===== src/rtl/mux4to1_rr_arb.sv =====
// Four-channel round-robin merge into one registered valid/ready output tagged with its source index.
// Grant is combinational from in_valid and the rotating pointer; a load happens whenever the output slot is empty or being drained.
module mux4to1_rr_arb #(
  parameter int DATA_W = 8,
  parameter int CNT_W  = 16
) (
  input  logic                  clk,
  input  logic                  rst,
  input  logic [3:0]            in_valid,
  input  logic [4*DATA_W-1:0]   in_data,
  output logic [3:0]            in_ready,
  output logic                  out_valid,
  output logic [DATA_W-1:0]     out_data,
  output logic [1:0]            out_sel,
  input  logic                  out_ready,
  output logic [CNT_W-1:0]      xfer_cnt
);

  typedef enum logic {
    ST_EMPTY = 1'b0,
    ST_FULL  = 1'b1
  } state_t;

  state_t              r_state;
  state_t              w_state_nxt;
  logic [1:0]          r_ptr;
  logic [DATA_W-1:0]   r_data;
  logic [1:0]          r_sel;
  logic [CNT_W-1:0]    r_cnt;

  logic                w_any;
  logic [1:0]          w_grant;
  logic [1:0]          w_idx;
  logic                w_load_ok;
  logic [3:0]          w_ready;
  logic                w_xfer;

  // Scan from the farthest offset down so the channel nearest ptr wins.
  always_comb begin
    w_any   = 1'b0;
    w_grant = r_ptr;
    w_idx   = r_ptr;
    for (int k = 3; k >= 0; k--) begin
      w_idx = r_ptr + 2'(k);
      if (in_valid[w_idx]) begin
        w_any   = 1'b1;
        w_grant = w_idx;
      end
    end
  end

  always_comb begin
    w_state_nxt = r_state;
    w_ready     = 4'b0000;
    w_load_ok   = (r_state == ST_EMPTY) || out_ready;
    if (w_load_ok && w_any && !rst) begin
      w_ready = 4'b0001 << w_grant;
    end
    w_xfer = |w_ready;
    case (r_state)
      ST_EMPTY: begin
        if (w_xfer) w_state_nxt = ST_FULL;
      end
      ST_FULL: begin
        if (w_xfer)         w_state_nxt = ST_FULL;
        else if (out_ready) w_state_nxt = ST_EMPTY;
      end
      default: w_state_nxt = ST_EMPTY;
    endcase
  end

  always_ff @(posedge clk or posedge rst) begin
    if (rst) begin
      r_state <= ST_EMPTY;
      r_ptr   <= 2'd0;
      r_data  <= '0;
      r_sel   <= 2'd0;
      r_cnt   <= '0;
    end else begin
      r_state <= w_state_nxt;
      if (w_xfer) begin
        r_data <= in_data[w_grant*DATA_W +: DATA_W];
        r_sel  <= w_grant;
        r_ptr  <= w_grant + 2'd1;
        r_cnt  <= r_cnt + CNT_W'(1);
      end
    end
  end

  assign in_ready  = w_ready;
  assign out_valid = (r_state == ST_FULL);
  assign out_data  = r_data;
  assign out_sel   = r_sel;
  assign xfer_cnt  = r_cnt;

endmodule

===== config.mk =====
export PLATFORM = sky130hd
export DESIGN_NAME = mux4to1_rr_arb
export DESIGN_NICKNAME = d
export VERILOG_FILES = /design/src/rtl/mux4to1_rr_arb.sv
export SDC_FILE = /design/constraint.sdc
export NUM_CORES = 1
export LEC_CHECK = 0
export CAP_MARGIN = 20
export CORE_MARGIN = 5
export CORE_UTILIZATION = 25
export DETAILED_ROUTE_END_ITERATION = 10
export GPL_ROUTABILITY_DRIVEN = 0
export PLACE_DENSITY = 0.58
export REMOVE_ABC_BUFFERS = 1
export SLEW_MARGIN = 40
export SYNTH_ARGS = -nofsm -noshare
export SYNTH_HDL_FRONTEND = slang
export SYNTH_SLANG_ARGS = --single-unit

===== constraint.sdc =====
create_clock -name clk -period 1.9 [get_ports clk]
set_input_delay 0.19 -clock clk [delete_from_list [all_inputs] [get_ports clk]]
set_output_delay 0.19 -clock clk [all_outputs]
set_load 0.005 [all_outputs]

# == Yosys cells after proc, flatten, opt, wreduce, memory -nomap -nowiden ==
# Cells that the tools add are included.
# totals
regBits,29
latchBits,0
ramBits,0
mem_bits_ro,0
input_bits,39
output_inout_bits,31
wordCells,43
mem_count,0
# classes
n_addsub,5
mul,0
n_div,0
n_lt_le_gt_ge,4
eq_ne,0
shifts,2
n_mux,21
bitwise,1
reduce_logical,5
# ops
cell,n
$shiftx A32 B6 Y8,1
$add A16 B1 Y16 const B,1
$lt A2 B3 Y1 const B,4
$mux W1,11
$bmux W1 S2,4
$mux W2,4
$add A2 B1 Y2 const B,2
$add A2 B2 Y2 const B,2
$mux W4,1
$reduce_or A4 Y1,1
$shl A1 B2 Y4 const A,1
$logic_and A1 B1 Y1,2
$pmux W1 S2,1
$logic_not A1 Y1,1
$logic_or A1 B1 Y1,1
$not A1 Y1,1

# == Longest topological paths before layout ==
# depth
ltp_word,13
mapped_depth,7
depth_no_buf,5

# == Worst setup path after synthesis ==
# OpenSTA, ideal clock, no wires.
# synth_timing
kind,reg2reg
startpoint,"reg r_state, in the netlist out_valid"
endpoint,"reg r_data[7], in the netlist out_data[7]"
setup_ps,132
arrival_time_ps,1504
t_required_ps,1768
slack_ps,264
stages_incl_launch_ff,7
path_buffers,2
period_less_slack_ps,1636
cell_sequence,dfrtp_1 > nor2b_1 > a211o_1 > buf_4 > buf_2 > a2111oi_4 > a211oi_1
# synth_via
elab_chain_cells,6
# synth_rtl
element,line_no,text
start: declaration,24,state_t r_state;
start signal: assignment,80,r_state <= w_state_nxt;
$not A1 Y1,-,
$logic_or A1 B1 Y1,55,w_load_ok = (r_state == ST_EMPTY) || out_ready;
$logic_and A1 B1 Y1 (2 in series),56,if (w_load_ok && w_any && !rst) begin
$mux W4,56,
$reduce_or A4 Y1,59,w_xfer = |w_ready;
end signal: assignment,82,r_data <= in_data[w_grant*DATA_W +: DATA_W];
end: declaration,27,logic [DATA_W-1:0] r_data;
# Every way passes these cells.
# A chain may end at the register's enable or synchronous reset.

# == Final worst setup path ==
# layout_timing
startpoint,reg r_ptr[0]
endpoint,out in_ready[0]
# layout_via
elab_chain_cells,10
word_cells_on_any_way,23
classes_between,add/sub (3); shift (1); mux (17); reduce/logical (2)
# layout_rtl
element,line_no,text
start: declaration,26,logic [1:0] r_ptr;
start signal: assignment,84,r_ptr <= w_grant + 2'd1;
$add A2 B2 Y2,44,w_idx = r_ptr + 2'(k);
$bmux W1 S2,45,if (in_valid[w_idx]) begin
$mux W1 (implied by the code),45,
$mux W1 (4 in series),45,
$logic_and A1 B1 Y1 (2 in series),56,
$mux W4 (*),56,
end: declaration,11,"output logic [3:0] in_ready,"
# Mark *: on every way between the ends. The rest lies on a longest branch, timed or not. The select of a mux whose other input is x is not followed.

==> run metrics <==
post-route insts no fill=372; VDD IR max=0.449 mV; Wirelength per Cell=14.8 um; Placed Instances=355; Worst EP required=1.71 ns; status=finished with violations; final core occ=43.5%; # setup viols final=1; worst slack, placed=-0.541 ns; area fraction of the dominant cell type after synthesis=41.0%; RSZ-0062 raised after global routing=true; chip height=94.2 um; number of global-route vias before repair=1723; period utilization=100%; via count=1680; crit-path max FO=3; f_max=525 MHz; I/O pin count=70; share of power burned in registers=31.0%; Sink Count=29; Worst-Margin Slew=0.306 ns; Post-route DRC=0; ys async rst share=100%; worst-path cell chain=buf_6 > a211o_1 > and3_4 > buf_6 > nor3_4 > buf_2; first-pass GRT wire length=8.77 mm; PD cells=1080 mW/mm^2; Iteration-0 DRC Markers=26; fin nets=315; later-pin clock latency in the skew report=0.28 ns; kind of critical path=reg2out; Seq/Total Area, Yosys=41.0%; Placement Cell Area=0.00271 mm^2; DR vias/cell=4.52; critical path's largest stage delay=0.45 ns; Largest delay share family, worst path=flip-flops; Net Sw Power=1.18 mW; FP Rows=30; CP Buf/Inv Count=3; main area contributors after synthesis=dfrtp_1 41%, a2111oi_4 12%, xnor2_1 6.9%, a21oi_1 4.5%, a211oi_1 3.8%; FILL cells=708; crit end category=output port; clk_skew=0.00465 ns; Power, Total=3.20 mW; die area=0.00887 mm^2; Max-cap violations=0; Area Overhead vs Synth=67.7%; WL final=5.51 mm; CTS Buf Count=5; Mapped Avg Cell Area=10.3 um^2; Top cell by count, worst path=buf_6; Fin. Hold Viols=0; FF+latch count, synth=29; Hold Crit Class=in2async; Yosys top cell by area=dfrtp_1; Final WS setup=-0.00396 ns; post-synth cell types=37; initial core utilization=25.9%; Cell Area, Synth=0.00177 mm^2; Die W=94.2 um; Final ANT Viol Nets=0; Hold-fix buffers, CTS=0; largest net degree at the start of global routing=22; initial antenna violation count=0; EDFF count, synth=0; port buffer count=69; Leakage=1.18 nW; Clock Power Share=15.8%; failing checks=setup timing; Ant. Diodes=0; Ys Warns=0; Clock transition at path regs=0.07 ns; Final Critical Period=1.90 ns; All-Layer GR Usage=12.7%; H-tree depth=2; Syn Inst Count=172; P_int=2.02 mW; main flop type after synthesis=dfrtp_1; Synth top cells by count=29 x dfrtp_1, 17 x nand2_1, 16 x a21oi_1, 15 x nor2_1, 14 x xnor2_1; worst rel slew slack=79.5%; Initial DRT Pass Iterations=4; slowest cell on the critical path=dfrtp_2; clock tree root driver cell=clkbuf_8; count leader, synth=dfrtp_1; Core Box Area=0.00683 mm^2; share of cells above drive strength 1=27.2%; sw frac=36.9%; Max Slew Vio Count=0; GR Overflow Total=0; TritonCTS clock tree=yes; Logic pwr share=53.2%; fin area=0.00297 mm^2; Setup crit start kind=flop; DP Wirelength=4.12 mm; Max Root-Sink Buffers=2; critical path arrival=1.71 ns
worst register-to-register path, stage by stage (launching register included):
cell	delay, ns
dfrtp_2	0.45
buf_6	0.13
a211o_1	0.27
and3_4	0.18
buf_6	0.13
buf_8	0.16
a2111oi_4	0.36
a211oi_1	0.07
power by group through the flow:
stage | clock network (mW) | registers [mW] | logic, mW
6_report | 0.506 | 0.990 | 1.70
5_1_grt | 0.553 | 1.02 | 1.84
4_1_cts | 0.526 | 0.993 | 1.65
3_5_place_dp | 0 | 0.991 | 1.51
3_3_place_gp | 0 | 0.989 | 1.49
2_1_floorplan | 0 | 0.988 | 0.660
stage by stage:
stage	setup TNS, ns	hold slack, ns
after global routing	-0.0985	0.459
final	-0.00396	0.420
after CTS	-0.0224	0.420
after global placement	-5.36	0.457
after floorplan	-0.527	0.268
after detailed placement	-6.28	0.463
repair_timing:
item | CTS | global route
resized for setup | 40 | 7
gates cloned | 0 | 0
setup buffers | 7 | 2
hold endpoints to repair | 0 | 0
pin swaps | 5 | 6
setup endpoints to repair | 5 | 19
metal layers:
| metal | up-vias | track usage [%] | part of all wire [%] |
|---|---|---|---|
| li1 | 817 | - | - |
| met1 | 811 | 15.9 | 45 |
| met2 | 45 | 21.3 | 49 |
| met3 | 7 | 2.56 | 4.1 |
| met4 | 0 | 5.17 | 1.5 |
| met5 | - | 0 | 0 |
layout make-up:
cell class | instances | area [um^2] | area share, %
Inverter | 9 | 33.8 | 1.14
Clock inverter | 3 | 17.5 | 0.590
Clock buffer | 5 | 68.8 | 2.32
Sequential cell | 29 | 727 | 24.5
Timing Repair Buffer | 105 | 972 | 32.7
Multi-Input combinational cell | 125 | 1030 | 34.7
Tap cell | 96 | 120 | 4.05
state kept, by name, indices dropped and copies added (netlist names):
name,flops
out_data,8
r_ptr,2
out_sel,2
out_valid,1
xfer_cnt,16
path summary, 6_finish.rpt:
check | startpoint | end | slack (ns) | cells past startpoint
worst max-delay path | r_ptr[0]$_DFFE_PP0P_ | in_ready[0] | -0.004 | 6
worst min-delay path | rst | out_data[4]$_DFFE_PP0P_ | 0.42 | 4
worst max register to register | r_ptr[0]$_DFFE_PP0P_ | out_data[1]$_DFFE_PP0P_ | 0.05 | 7
worst min register to register | out_sel[0]$_DFFE_PP0P_ | out_sel[0]$_DFFE_PP0P_ | 0.47 | 2
max in group asynchronous | rst | xfer_cnt[13]$_DFFE_PP0P_ | 1.28 | 4
min in group clk | out_sel[0]$_DFFE_PP0P_ | out_sel[0]$_DFFE_PP0P_ | 0.47 | 2
kinds of logic after synthesis:
kind of cell               after synthesis  share of synthesized area [%]
and+or+nand+nor                         59                           17.0
AOI/OAI and AO/OA                       49                           27.1
DFF                                     29                           41.0
buffers and inverters                   18                           6.22
xor gates and xnor gates                16                           7.92
adders and majority gates                1                          0.707
cells in the final DEF (no fill, tap or decap), drive strengths merged, types with 4 or more instances in the layout:
| cell | netlist | routed |
|---|---|---|
| a2111oi | 8 | 8 |
| a211oi | 9 | 9 |
| a21oi | 16 | 16 |
| a31oi | 8 | 8 |
| buf | 7 | 38 |
| clkbuf | 2 | 6 |
| clkdlybuf4s50 | 0 | 61 |
| dfrtp | 29 | 29 |
| dlygate4sd2 | 0 | 4 |
| inv | 9 | 9 |
| nand2 | 17 | 17 |
| nand3 | 6 | 6 |
| nor2 | 15 | 15 |
| nor2b | 5 | 5 |
| nor3 | 5 | 5 |
| xnor2 | 14 | 14 |
(Power assumes the default switching activity.)
